**config.mk**
```make
export PLATFORM = sky130hd
export DESIGN_NAME = mmio_port_responder_flat
export DESIGN_NICKNAME = d
export VERILOG_FILES = /design/src/rtl/mmio_port_pkg.sv /design/src/rtl/mmio_port_responder_if.sv /design/src/rtl/input_sync_edge.sv /design/src/rtl/mmio_port_responder.sv /design/src/flat_wrapper.sv
export SDC_FILE = /design/constraint.sdc
export NUM_CORES = 1
export LEC_CHECK = 0
export ABC_AREA = 1
export CAP_MARGIN = 40
export CORE_ASPECT_RATIO = 0.75
export CORE_MARGIN = 2
export CORE_UTILIZATION = 23
export DETAILED_ROUTE_END_ITERATION = 10
export HOLD_SLACK_MARGIN = 0.06
export PLACE_DENSITY = 0.44
export REMOVE_ABC_BUFFERS = 1
export SLEW_MARGIN = 25
export SYNTH_ARGS = -nofsm -noshare
export SYNTH_HDL_FRONTEND = slang
export SYNTH_SLANG_ARGS = --single-unit
```
**constraint.sdc**
```tcl
create_clock -name clk -period 2.3 [get_ports clk]
set_input_delay 0.575 -clock clk [delete_from_list [all_inputs] [get_ports clk]]
set_output_delay 0.575 -clock clk [all_outputs]
set_load 0.02 [all_outputs]
```
**src/rtl/mmio_port_pkg.sv**
```systemverilog
// Shared constants for the MMIO port responder: register offsets, bit indices, reset values.
package mmio_port_pkg;

    localparam int unsigned DATA_W = 32;
    localparam int unsigned OFF_W  = 3;
    localparam int unsigned ST_W   = 2;
    localparam int unsigned CT_W   = 4;

    localparam logic [OFF_W-1:0] OFF_PORT_OUT  = 3'd0;
    localparam logic [OFF_W-1:0] OFF_PORT_IN   = 3'd1;
    localparam logic [OFF_W-1:0] OFF_STATUS    = 3'd2;
    localparam logic [OFF_W-1:0] OFF_TMR_COUNT = 3'd3;
    localparam logic [OFF_W-1:0] OFF_TMR_CMP   = 3'd4;
    localparam logic [OFF_W-1:0] OFF_CONTROL   = 3'd5;

    localparam int unsigned ST_IN_CHG    = 0;
    localparam int unsigned ST_TMR_MATCH = 1;

    localparam int unsigned CT_TMR_EN      = 0;
    localparam int unsigned CT_AUTO_RELOAD = 1;
    localparam int unsigned CT_IE_CHG      = 2;
    localparam int unsigned CT_IE_MATCH    = 3;

    localparam logic [DATA_W-1:0] TMR_CMP_RESET = 32'hFFFF_FFFF;

    // Interrupt level from a status/control pair.
    function automatic logic irq_level(input logic [ST_W-1:0] st, input logic [CT_W-1:0] ct);
        return (st[ST_IN_CHG] & ct[CT_IE_CHG]) | (st[ST_TMR_MATCH] & ct[CT_IE_MATCH]);
    endfunction

endpackage

```
**src/rtl/mmio_port_responder_if.sv**
```systemverilog
// Data-memory load/store bus as seen by a memory-mapped target.
interface mmio_port_responder_if;
    import mmio_port_pkg::*;

    logic [DATA_W-1:0] Address;
    logic [DATA_W-1:0] WriteData;
    logic              MemWrite;
    logic              MemRead;
    logic [DATA_W-1:0] ReadData;
    logic              Hit;

    modport master (output Address, WriteData, MemWrite, MemRead, input ReadData, Hit);
    modport slave  (input Address, WriteData, MemWrite, MemRead, output ReadData, Hit);

endinterface

```
**src/rtl/input_sync_edge.sv**
```systemverilog
// Two-flop synchronizer for asynchronous inputs plus a history stage for change detection.
module input_sync_edge #(
    parameter int unsigned WIDTH = 8
) (
    input  logic             clk,
    input  logic             rst_n,
    input  logic [WIDTH-1:0] d_i,
    output logic [WIDTH-1:0] sync_o,
    output logic             chg_c
);

    logic [WIDTH-1:0] sync1_q;
    logic [WIDTH-1:0] sync2_q;
    logic [WIDTH-1:0] prev_q;

    always_ff @(posedge clk or negedge rst_n) begin
        if (!rst_n) begin
            sync1_q <= '0;
            sync2_q <= '0;
            prev_q  <= '0;
        end else begin
            sync1_q <= d_i;
            sync2_q <= sync1_q;
            prev_q  <= sync2_q;
        end
    end

    assign sync_o = sync2_q;
    assign chg_c  = (sync2_q != prev_q);

endmodule

```
**src/rtl/mmio_port_responder.sv**
```systemverilog
// MMIO target beside the data RAM: output port, synchronized input port and compare timer with IRQ.
module mmio_port_responder
    import mmio_port_pkg::*;
#(
    parameter logic [31:0] BASE_ADDRESS  = 32'h1001_0000,
    parameter int unsigned PORT_IN_WIDTH = 8
) (
    input  logic                     clk,
    input  logic                     reset,
    mmio_port_responder_if.slave     bus,
    input  logic [PORT_IN_WIDTH-1:0] PortIn,
    output logic [DATA_W-1:0]        PortOut,
    output logic                     Irq
);

    logic                     hit_c;
    logic [OFF_W-1:0]         off_c;
    logic                     wr_en_c;
    logic                     rd_en_c;
    logic                     unused_addr_lo;

    logic [PORT_IN_WIDTH-1:0] port_in_sync;
    logic                     in_chg_c;
    logic                     tmr_match_c;

    logic [DATA_W-1:0] port_out_q, port_out_d;
    logic [ST_W-1:0]   status_q,   status_d;
    logic [DATA_W-1:0] count_q,    count_d;
    logic [DATA_W-1:0] cmp_q,      cmp_d;
    logic [CT_W-1:0]   ctrl_q,     ctrl_d;
    logic              irq_q,      irq_d;
    logic [DATA_W-1:0] rdata_c;

    // Word-granular decode of a 32-byte window; byte lanes are ignored.
    assign hit_c          = (bus.Address[31:5] == BASE_ADDRESS[31:5]);
    assign off_c          = bus.Address[4:2];
    assign wr_en_c        = hit_c & bus.MemWrite;
    assign rd_en_c        = hit_c & bus.MemRead;
    assign unused_addr_lo = ^bus.Address[1:0];

    input_sync_edge #(
        .WIDTH (PORT_IN_WIDTH)
    ) u_sync (
        .clk    (clk),
        .rst_n  (reset),
        .d_i    (PortIn),
        .sync_o (port_in_sync),
        .chg_c  (in_chg_c)
    );

    assign tmr_match_c = ctrl_q[CT_TMR_EN] & (count_q == cmp_q);

    // Next-state: bus writes override the timer; hardware status sets override W1C clears.
    always_comb begin
        port_out_d = port_out_q;
        status_d   = status_q;
        count_d    = count_q;
        cmp_d      = cmp_q;
        ctrl_d     = ctrl_q;

        if (ctrl_q[CT_TMR_EN]) begin
            count_d = (tmr_match_c && ctrl_q[CT_AUTO_RELOAD]) ? '0 : count_q + 32'd1;
        end

        if (wr_en_c) begin
            case (off_c)
                OFF_PORT_OUT:  port_out_d = bus.WriteData;
                OFF_STATUS:    status_d   = status_q & ~bus.WriteData[ST_W-1:0];
                OFF_TMR_COUNT: count_d    = bus.WriteData;
                OFF_TMR_CMP:   cmp_d      = bus.WriteData;
                OFF_CONTROL:   ctrl_d     = bus.WriteData[CT_W-1:0];
                default:       ;
            endcase
        end

        if (in_chg_c)    status_d[ST_IN_CHG]    = 1'b1;
        if (tmr_match_c) status_d[ST_TMR_MATCH] = 1'b1;

        irq_d = irq_level(status_d, ctrl_d);
    end

    always_ff @(posedge clk or negedge reset) begin
        if (!reset) begin
            port_out_q <= '0;
            status_q   <= '0;
            count_q    <= '0;
            cmp_q      <= TMR_CMP_RESET;
            ctrl_q     <= '0;
            irq_q      <= 1'b0;
        end else begin
            port_out_q <= port_out_d;
            status_q   <= status_d;
            count_q    <= count_d;
            cmp_q      <= cmp_d;
            ctrl_q     <= ctrl_d;
            irq_q      <= irq_d;
        end
    end

    // Zero-wait-state read mux from current (pre-write) register state.
    always_comb begin
        rdata_c = '0;
        if (rd_en_c) begin
            case (off_c)
                OFF_PORT_OUT:  rdata_c = port_out_q;
                OFF_PORT_IN:   rdata_c = DATA_W'(port_in_sync);
                OFF_STATUS:    rdata_c = DATA_W'(status_q);
                OFF_TMR_COUNT: rdata_c = count_q;
                OFF_TMR_CMP:   rdata_c = cmp_q;
                OFF_CONTROL:   rdata_c = DATA_W'(ctrl_q);
                default:       rdata_c = '0;
            endcase
        end
    end

    assign bus.ReadData = rdata_c;
    assign bus.Hit      = hit_c;
    assign PortOut      = port_out_q;
    assign Irq          = irq_q;

endmodule

```
**src/flat_wrapper.sv**
```systemverilog
// flat-port wrapper written by rule: the top's interface ports become plain ports
module mmio_port_responder_flat import mmio_port_pkg::*;
#(
    parameter logic [31:0] BASE_ADDRESS  = 32'h1001_0000,
    parameter int unsigned PORT_IN_WIDTH = 8
)
  (clk, reset, PortIn, PortOut, Irq, bus_Address, bus_WriteData, bus_MemWrite, bus_MemRead, bus_ReadData, bus_Hit);
  mmio_port_responder_if bus_i ();
  input  logic clk;
  input  logic reset;
  input  logic [PORT_IN_WIDTH-1:0] PortIn;
  output logic [DATA_W-1:0] PortOut;
  output logic Irq;
  input wire logic [$bits(bus_i.Address)-1:0] bus_Address;
  input wire logic [$bits(bus_i.WriteData)-1:0] bus_WriteData;
  input wire logic [$bits(bus_i.MemWrite)-1:0] bus_MemWrite;
  input wire logic [$bits(bus_i.MemRead)-1:0] bus_MemRead;
  output wire logic [$bits(bus_i.ReadData)-1:0] bus_ReadData;
  output wire logic [$bits(bus_i.Hit)-1:0] bus_Hit;
  assign bus_i.Address = bus_Address;
  assign bus_i.WriteData = bus_WriteData;
  assign bus_i.MemWrite = bus_MemWrite;
  assign bus_i.MemRead = bus_MemRead;
  assign bus_ReadData = bus_i.ReadData;
  assign bus_Hit = bus_i.Hit;
  mmio_port_responder #(.BASE_ADDRESS(BASE_ADDRESS), .PORT_IN_WIDTH(PORT_IN_WIDTH)) u_core (.clk(clk), .reset(reset), .bus(bus_i), .PortIn(PortIn), .PortOut(PortOut), .Irq(Irq));
endmodule
```
# --- After elaboration in Yosys (flattened, before gate mapping) ---
# Cells that the tools add are included.
word_totals:
  ff_bits: 127
  input_bits: 76
  output_inout_bits: 66
  elab_cells: 44
classes:
  addsub: 1
  eq_ne: 8
  n_mux: 12
  bitwise: 8
  n_reduce_logical: 5
op_table:
  columns: ["cell", "n"]
  rows:
  - ["$pmux W32 S6", 1]
  - ["$mux W32", 5]
  - ["$add A32 B1 Y32 const B", 1]
  - ["$eq A32 B32 Y1", 1]
  - ["$eq A27 B24 Y1 const B", 1]
  - ["$mux W4", 2]
  - ["$ne A8 B8 Y1", 1]
  - ["$eq A3 B2 Y1 const B", 2]
  - ["$eq A3 B3 Y1 const B", 2]
  - ["$reduce_and A2 Y1", 3]
  - ["$and A1 B1 Y1", 5]
  - ["$mux W2", 2]
  - ["$eq A3 B1 Y1 const B", 1]
  - ["$logic_not A3 Y1", 1]
  - ["$and A2 B2 Y2", 1]
  - ["$mux W1", 2]
  - ["$not A2 Y2", 1]
  - ["$logic_and A1 B1 Y1", 1]
  - ["$or A1 B1 Y1", 1]

# --- Depth between registers and ports, before layout ---
# Gate-level depths: netlist (run 1).
logic_depth:
  ltp_word: 7
  ltp_mapped: 15
  depth_no_buf: 13

# --- By module ---
# Synthesis (run 1) repeated with hierarchy kept, for this count alone.
hier_totals:
  hier_cells: 1059
  hier_area_um2: 7384.6
by_module_without_submodules:
  columns: ["mod", "n_inst", "cells_per_inst", "area_each_um2", "seq_area_each_um2"]
  rows:
  - ["mmio_port_responder", 1, 1008, 6657.6, 2617.5]
  - ["input_sync_edge", 1, 51, 726.9, 600.6]

# --- Least setup slack after synthesis (run 1) ---
# No wires, ideal clock.
synth_path:
  path_type: "input to output"
  from: "input port bus_Address[30]"
  to: "output port bus_ReadData[4]"
  arrival_ns: 1.916
  t_required_ns: 1.725
  setup_slack_ns: -0.191
  cell_stages: 6
  path_buffers: 1
  cell_sequence: "nor3_2 > nand4_1 > nor2_4 > o211ai_1 > clkbuf_1 > a41oi_1"
synth_between:
  elab_chain_cells: 3
synth_rtl:
  columns: ["element", "line", "source"]
  rows:
  - ["from (decl)", "flat_wrapper.sv:14", "input wire logic [$bits(bus_i.Address)-1:0] bus_Address;"]
  - ["$eq A27 B24 Y1", "mmio_port_responder.sv:35", "assign hit_c = (bus.Address[31:5] == BASE_ADDRESS[31:5]);"]
  - ["named net bus_Hit", "flat_wrapper.sv:19", "output wire logic [$bits(bus_i.Hit)-1:0] bus_Hit;"]
  - ["$and A1 B1 Y1", "mmio_port_responder.sv:38", "assign rd_en_c = hit_c & bus.MemRead;"]
  - ["$mux W32", "mmio_port_responder.sv:103", "if (rd_en_c) begin"]
  - ["to (decl)", "flat_wrapper.sv:18", "output wire logic [$bits(bus_i.ReadData)-1:0] bus_ReadData;"]
# The timed path passes the listed nets, and every way through them passes these cells.

# --- Final worst setup path (run 1) ---
layout_path:
  from: "input port bus_Address[21]"
  to: "output port bus_ReadData[5]"
layout_between:
  elab_chain_cells: 3
layout_rtl:
  columns: ["element", "line"]
  rows:
  - ["$eq A27 B24 Y1", "mmio_port_responder.sv:35"]
  - ["$and A1 B1 Y1", "mmio_port_responder.sv:38"]
  - ["$mux W32", "mmio_port_responder.sv:103"]
# Every way passes these cells.

==> flow_summary.yaml, run 1 <==
timing:
  hold_slack_ns: 0.3424
  period_needed_ns: 2.573
  fmax_mhz: 388.7
  setup_viol: 32
  rsz0062_at_grt: "true"
  finalClockSkew_ns: 0.008124
  finalHoldViolCount: 0
  period_share_pct: 111.9
  finalWorstSetupSlack_ns: -0.2727
  worst_slew_pin_slew_ns: 0.5627
  setup-tns-final_ns: -6.933
  relSlewSlack_pct: 62.20
  slew_viol_final: 0
floorplan:
  num_io_pins: 142
  die_area_mm2: 0.03337
  rows: 56
  die_h_um: 158.7
  coreArea_mm2: 0.03132
  start_util_pct: 23.43
  die_w_um: 210.3
layout:
  antennaDiodeCount: 0
  final_area_mm2: 0.01077
  drive_gt1_share_pct: 23.81
  areaGrowthSynthToFinish_pct: 46.80
  fin_util_pct: 34.40
  seq_area_mm2: 0.003218
  fillers: 3358
  nNetsFinal: 1307
  multi_input_area_mm2: 0.003721
  final-instance-count-excl-fill: 1649
route:
  routed-via-count: 7428
  drt_iter0_drc: 548
  detail-route-antenna-nets: 0
  routed_wl_um: 28890
  viasPerCell: 4.505
  drc: 0
  first_pass_iters: 7
  wl_per_cell_um: 17.52
run_status:
  status: "finished with violations"
  failed_checks: "negative setup slack"
pwr:
  swShare_pct: 23.22
  internal_power_mw: 4.283
  seqPwrFrac_pct: 40.7
  power_frac_comb_pct: 6.5
  ir_worst_vdd_mv: 0.4468
  power.density_mw_per_mm2: 517.8
  power.switching_mw: 1.295
  leakagePower_nw: 4.716
  clkPwrFrac_pct: 52.8
clocking:
  cts_made_buffers: 17
  cts_sinks: 127
  clock_path_buffers: 2
  clk_pin_slew_worst_paths_ns: 0.06
  clk-insertion-delay-late_ns: 0.43
  cts_tree: "done"
  cts_htree_levels: 4
  clock-root-buffer: "clkbuf_16"
logic_synthesis:
  avgSynthCellArea_um2: 7.223
  ys_warn_count: 0
  synth.cell_area_mm2: 0.007338
  synth_seq_area_share_pct: 43.85
  synth-async-reset-ratio_pct: 100.0
  yosysTopAreaCell: "dfrtp_1"
  synth.top_cell.area_share_pct: 32.40
  synthDistinctLibCells: 42
  ys_ff_latch: 127
  synth_ff_type: "dfrtp_1"
  synth_commonest_cells: "nand2_1, inv_1, dfrtp_1"
  synth_edf_count: 0
  ys_top_cells_by_area: "dfrtp_1, nand2_1, dfstp_2"
  syn_inst: 1016
  synth_most_common_cell: "nand2_1"
worst_setup_path:
  critical_path_class: "in2out"
  cp.arrival_ns: 2.00
  cp-end-kind: "output port"
  cp_max_fo: 8
  path_cells: "dlygate4sd2_1 -> nor2_1 -> nand4_1 -> nor2_4 -> o211ai_1 -> buf_6 -> buf_12 -> a41oi_2 -> buf_4"
  crit_cells: 9
  cp-start-kind: "input port"
  ff2ff_path_depth: 11
  cp_top_family: "buffers and inverters"
  worst_path_max_delay_cell: "dlygate4sd2_1"
  cp_slowest_stage_delay_ns: 0.24
  crit_buf_inv: 4
  crit_required_ns: 1.73
run:
  maxCapViolCount: 0
place:
  place.detailed.hpwl_um: 21500
  numPortBuffers: 139
  placed_cells: 1592
  dpl_cell_area_mm2: 0.009696
  place.gp.congestion: 0.8885
grt:
  grt.overflow.total: 0
  grt_pass1_vias: 7371
  grt_max_degree: 64
  grt_usage_pct: 17.63
  antenna_found_initial: 0
  grt_pass1_wl_um: 44220
worst_hold_path:
  hold_class: "reg2reg"
  hold_depth: 0
-- kinds of logic after synthesis --
logic type | share of synthesized area (%)
flops | 43.85
buf+inv | 9.821
simple gates | 32.87
fa+ha+maj | 0.1705
compound gates | 10.78
xor+xnor | 2.506
-- layout by cell type (no fill, tap or decap), drive strengths merged --
master	Yosys	layout
nand2	369	369
buf	27	131
inv	126	128
dfrtp	95	95
o21ai	93	93
nor2	78	78
clkdlybuf4s50	0	75
nand3	45	45
clkbuf	12	39
nand4	37	37
dfstp	32	32
a31oi	24	24
nor3	17	17
xnor2	13	13
o22ai	9	9
xor2	8	8
a21oi	7	7
clkinv	3	6
a41oi	4	4
bufinv	0	4
clkinvlp	0	4
clkdlybuf4s15	0	4
nor4	4	4
dlygate4sd2	0	3
a221oi	3	3
or2	2	2
nand3b	2	2
nor3b	2	2
o211ai	1	1
o21a	1	1
o21bai	1	1
ha	1	1
dlygate4sd3	0	1
-- worst paths after layout --
kind / slack (ns) / start / to
min in group asynchronous: 0.53 / reset / u_core.PortOut[13]$_DFFE_PN0P_
worst min-delay path: 0.34 / u_core.u_sync.sync1_q[4]$_DFF_PN0_ / u_core.u_sync.sync_o[4]$_DFF_PN0_
max in group asynchronous: 1.11 / reset / u_core.cmp_q[0]$_DFFE_PN1P_
worst max-delay path: -0.27 / bus_Address[21] / bus_ReadData[5]
worst min register to register: 0.34 / u_core.u_sync.sync1_q[4]$_DFF_PN0_ / u_core.u_sync.sync_o[4]$_DFF_PN0_
worst max register to register: 0.27 / u_core.count_q[1]$_DFF_PN0_ / u_core.count_q[18]$_DFF_PN0_
-- repair_timing --
action | CTS | global route
cloned | 2 | 3
hold buffers | 1 | 0
buffers inserted | 24 | 0
endpoints found under the setup margin | 33 | 62
hold endpoints to repair | 12 | 0
pin swaps | 28 | 26
resized for setup | 298 | 45
-- flip-flops by register name, indices dropped and copies added, names as in the netlist --
signal,flops
u_core.u_sync.sync_o,8
u_core.PortOut,32
u_core.ctrl_q,4
u_core.cmp_q,32
u_core.u_sync.prev_q,8
u_core.u_sync.sync1_q,8
u_core.Irq,1
u_core.status_q,2
u_core.count_q,32
-- power by group through the flow --
stage | combinational (mW) | sequential (mW) | clock, mW
2_1_floorplan | 0.0689 | 2.31 | 0
5_1_grt | 0.399 | 2.27 | 3.12
3_5_place_dp | 0.346 | 2.31 | 0
6_report | 0.360 | 2.27 | 2.95
3_3_place_gp | 0.347 | 2.31 | 0
4_1_cts | 0.376 | 2.27 | 3.03
-- metal layers --
| metal | share of wire, % | wire, µm | GRT usage [%] | vias to the layer above |
|---|---|---|---|---|
| met5 | 0 | 0 | 0 | - |
| met4 | 0.79 | 227 | 3.614 | 0 |
| met3 | 4.5 | 1307 | 3.077 | 18 |
| met2 | 42 | 12190 | 26.51 | 178 |
| met1 | 53 | 15170 | 26.25 | 3527 |
| li1 | - | - | - | 3705 |
-- per-stage QoR --
| step | power (mW) | setup WS, ns |
|---|---|---|
| after floorplan | 2.376 | -0.6100 |
| after CTS | 5.672 | -0.2990 |
| final | 5.579 | -0.2727 |
| after global routing | 5.793 | -0.3331 |
| after detailed placement | 2.655 | -1.062 |
| after global placement | 2.655 | -1.064 |
-- area by class of cell --
cell class,count,area share (%)
clock buffers,19,4.112
clock inverters,13,1.731
inverters,129,4.518
multi-input cells,721,34.54
flip-flops and latches,127,29.87
well taps,406,4.715
repair buffers,234,20.51
Power figures use the tool's default switching activity.
==> run 2: changes to the inputs <==
Settings changed: CORE_MARGIN 2 to default.
==> flow_summary.yaml, run 2 (synthesis results as in run 1) <==
place:
  place.gp.congestion: 0.8912
  numPortBuffers: 139
  place.detailed.hpwl_um: 21850
worst_setup_path:
  cp-end-kind: "output port"
  cp-start-kind: "input port"
  critical_path_class: "in2out"
  cp.arrival_ns: 2.02
  crit_required_ns: 1.73
  cp_max_fo: 7
timing:
  setup_viol: 32
  finalClockSkew_ns: 0.01175
  period_needed_ns: 2.593
  finalWorstSetupSlack_ns: -0.2928
  relSlewSlack_pct: 65.43
  worst_slew_pin_slew_ns: 0.5185
  period_share_pct: 112.7
  hold_slack_ns: 0.1197
  rsz0062_at_grt: "true"
  fmax_mhz: 385.7
  finalHoldViolCount: 0
  slew_viol_final: 0
clocking:
  clk_pin_slew_worst_paths_ns: 0.06
  clk-insertion-delay-late_ns: 0.43
  cts_tree: "done"
  cts_htree_levels: 4
  cts_made_buffers: 17
  clock_path_buffers: 2
  hold_buffers: 0
  clock-root-buffer: "clkbuf_16"
  cts_sinks: 127
run_status:
  failed_checks: "negative setup slack"
  status: "finished with violations"
layout:
  final_common_cell: "nand2_1"
  final_cell_mix: "nand2_1, buf_4, inv_1"
  fillers: 3291
  antennaDiodeCount: 0
  fin_util_pct: 35.68
  drive_gt1_share_pct: 27.04
  nNetsFinal: 1340
  areaGrowthSynthToFinish_pct: 52.29
route:
  drc: 0
  first_pass_iters: 5
  drt_iter0_drc: 482
  routed_wl_um: 30000
  viasPerCell: 4.535
  routed-via-count: 7628
  detail-route-antenna-nets: 0
  wl_per_cell_um: 17.84
worst_hold_path:
  hold_class: "in2async"
pwr:
  internal_power_mw: 4.135
  power_frac_comb_pct: 7.9
  power.switching_mw: 1.309
  power.density_mw_per_mm2: 487.2
  leakagePower_nw: 4.905
  clkPwrFrac_pct: 50.4
  swShare_pct: 24.05
  seqPwrFrac_pct: 41.7
  ir_worst_vdd_mv: 0.4779
floorplan:
  die_area_mm2: 0.03263
  die_w_um: 208.3
  num_io_pins: 142
  rows: 56
  start_util_pct: 23.43
  die_h_um: 156.7
  coreArea_mm2: 0.03132
grt:
  grt_pass1_wl_um: 46780
  grt_pass1_vias: 7884
  grt.overflow.total: 0
  antenna_found_initial: 0
  grt_max_degree: 38
  grt_usage_pct: 19.16
run:
  maxCapViolCount: 0
==> run 2: cell count changes in the layout (fill, tap and decap cells not counted), sizes merged <==
cell / before / now
buf: 131 / 170
inv: 128 / 127
dlygate4sd3: 1 / 0
clkinv: 6 / 7
clkbuf: 39 / 35
clkdlybuf4s15: 4 / 5
bufinv: 4 / 2
dlygate4sd2: 3 / 2
clkinvlp: 4 / 5
==> run 2: layer usage <==
layer	up-vias	global-route usage, %	part of all wire, %
li1	3765	-	-
met1	3636	27.55	51
met2	194	29.13	43
met3	33	3.773	4.8
met4	0	4.832	1.5
met5	-	0	0
==> run 2: worst max-delay path: stages <==
cell,delay (ns)
buf_6,0.10
inv_2,0.04
nand2_2,0.05
nor3_2,0.16
nand4_1,0.15
nor2_4,0.13
o211ai_1,0.10
buf_6,0.18
buf_12,0.16
a31oi_2,0.17
buf_4,0.17
==> run 2: final cells by class <==
class	instances	area, µm²	share of cell area [%]
multi-input combinational	721	3826	34.24
tap	406	508.0	4.545
sequential	127	3218	28.80
timing repair buffer	267	2534	22.67
clock inverter	12	137.6	1.232
clock buffer	20	456.7	4.086
inverter	129	495.5	4.434
==> run 2: power by group through the flow <==
stage	Clock (mW)	Sequential [mW]	Combinational, mW
floorplan	0	2.31	0.0689
global placement	0	2.31	0.356
detailed placement	0	2.31	0.356
CTS	2.84	2.27	0.444
global route	2.93	2.27	0.470
finish	2.75	2.27	0.429
==> run 2: what timing repair did <==
action | 4_1_cts | 5_1_grt
gates cloned | 4 | 1
resized for setup | 315 | 65
pin swaps | 26 | 23
setup buffers | 65 | 2
endpoints found under the setup margin | 33 | 62
==> run 2: path summary, 6_finish.rpt <==
kind,cells after the start,start,slack [ns],endpoint
min,1,reset,0.12,u_core.ctrl_q[0]$_DFFE_PN0P_
max in group asynchronous,2,reset,1.52,u_core.cmp_q[13]$_DFFE_PN1P_
max,11,bus_Address[27],-0.29,bus_ReadData[18]
min reg2reg,0,u_core.u_sync.sync1_q[4]$_DFF_PN0_,0.35,u_core.u_sync.sync_o[4]$_DFF_PN0_
min in group clk,0,u_core.u_sync.sync1_q[4]$_DFF_PN0_,0.35,u_core.u_sync.sync_o[4]$_DFF_PN0_
max reg2reg,12,u_core.count_q[1]$_DFF_PN0_,0.23,u_core.count_q[18]$_DFF_PN0_
==> run 2: metrics by stage <==
stage | total power, mW | TNS, ns | setup WS (ns) | instances | area (µm²)
after floorplan | 2.376 | -21.36 | -0.6100 | 977 | 7103
after global placement | 2.664 | -42.52 | -1.151 | 1596 | 9738
after detailed placement | 2.665 | -42.08 | -1.088 | 1596 | 9738
after CTS | 5.555 | -11.34 | -0.2886 | 1697 | 11120
after global routing | 5.668 | -10.51 | -0.3698 | 1682 | 11180
final | 5.445 | -7.543 | -0.2928 | 1682 | 11180
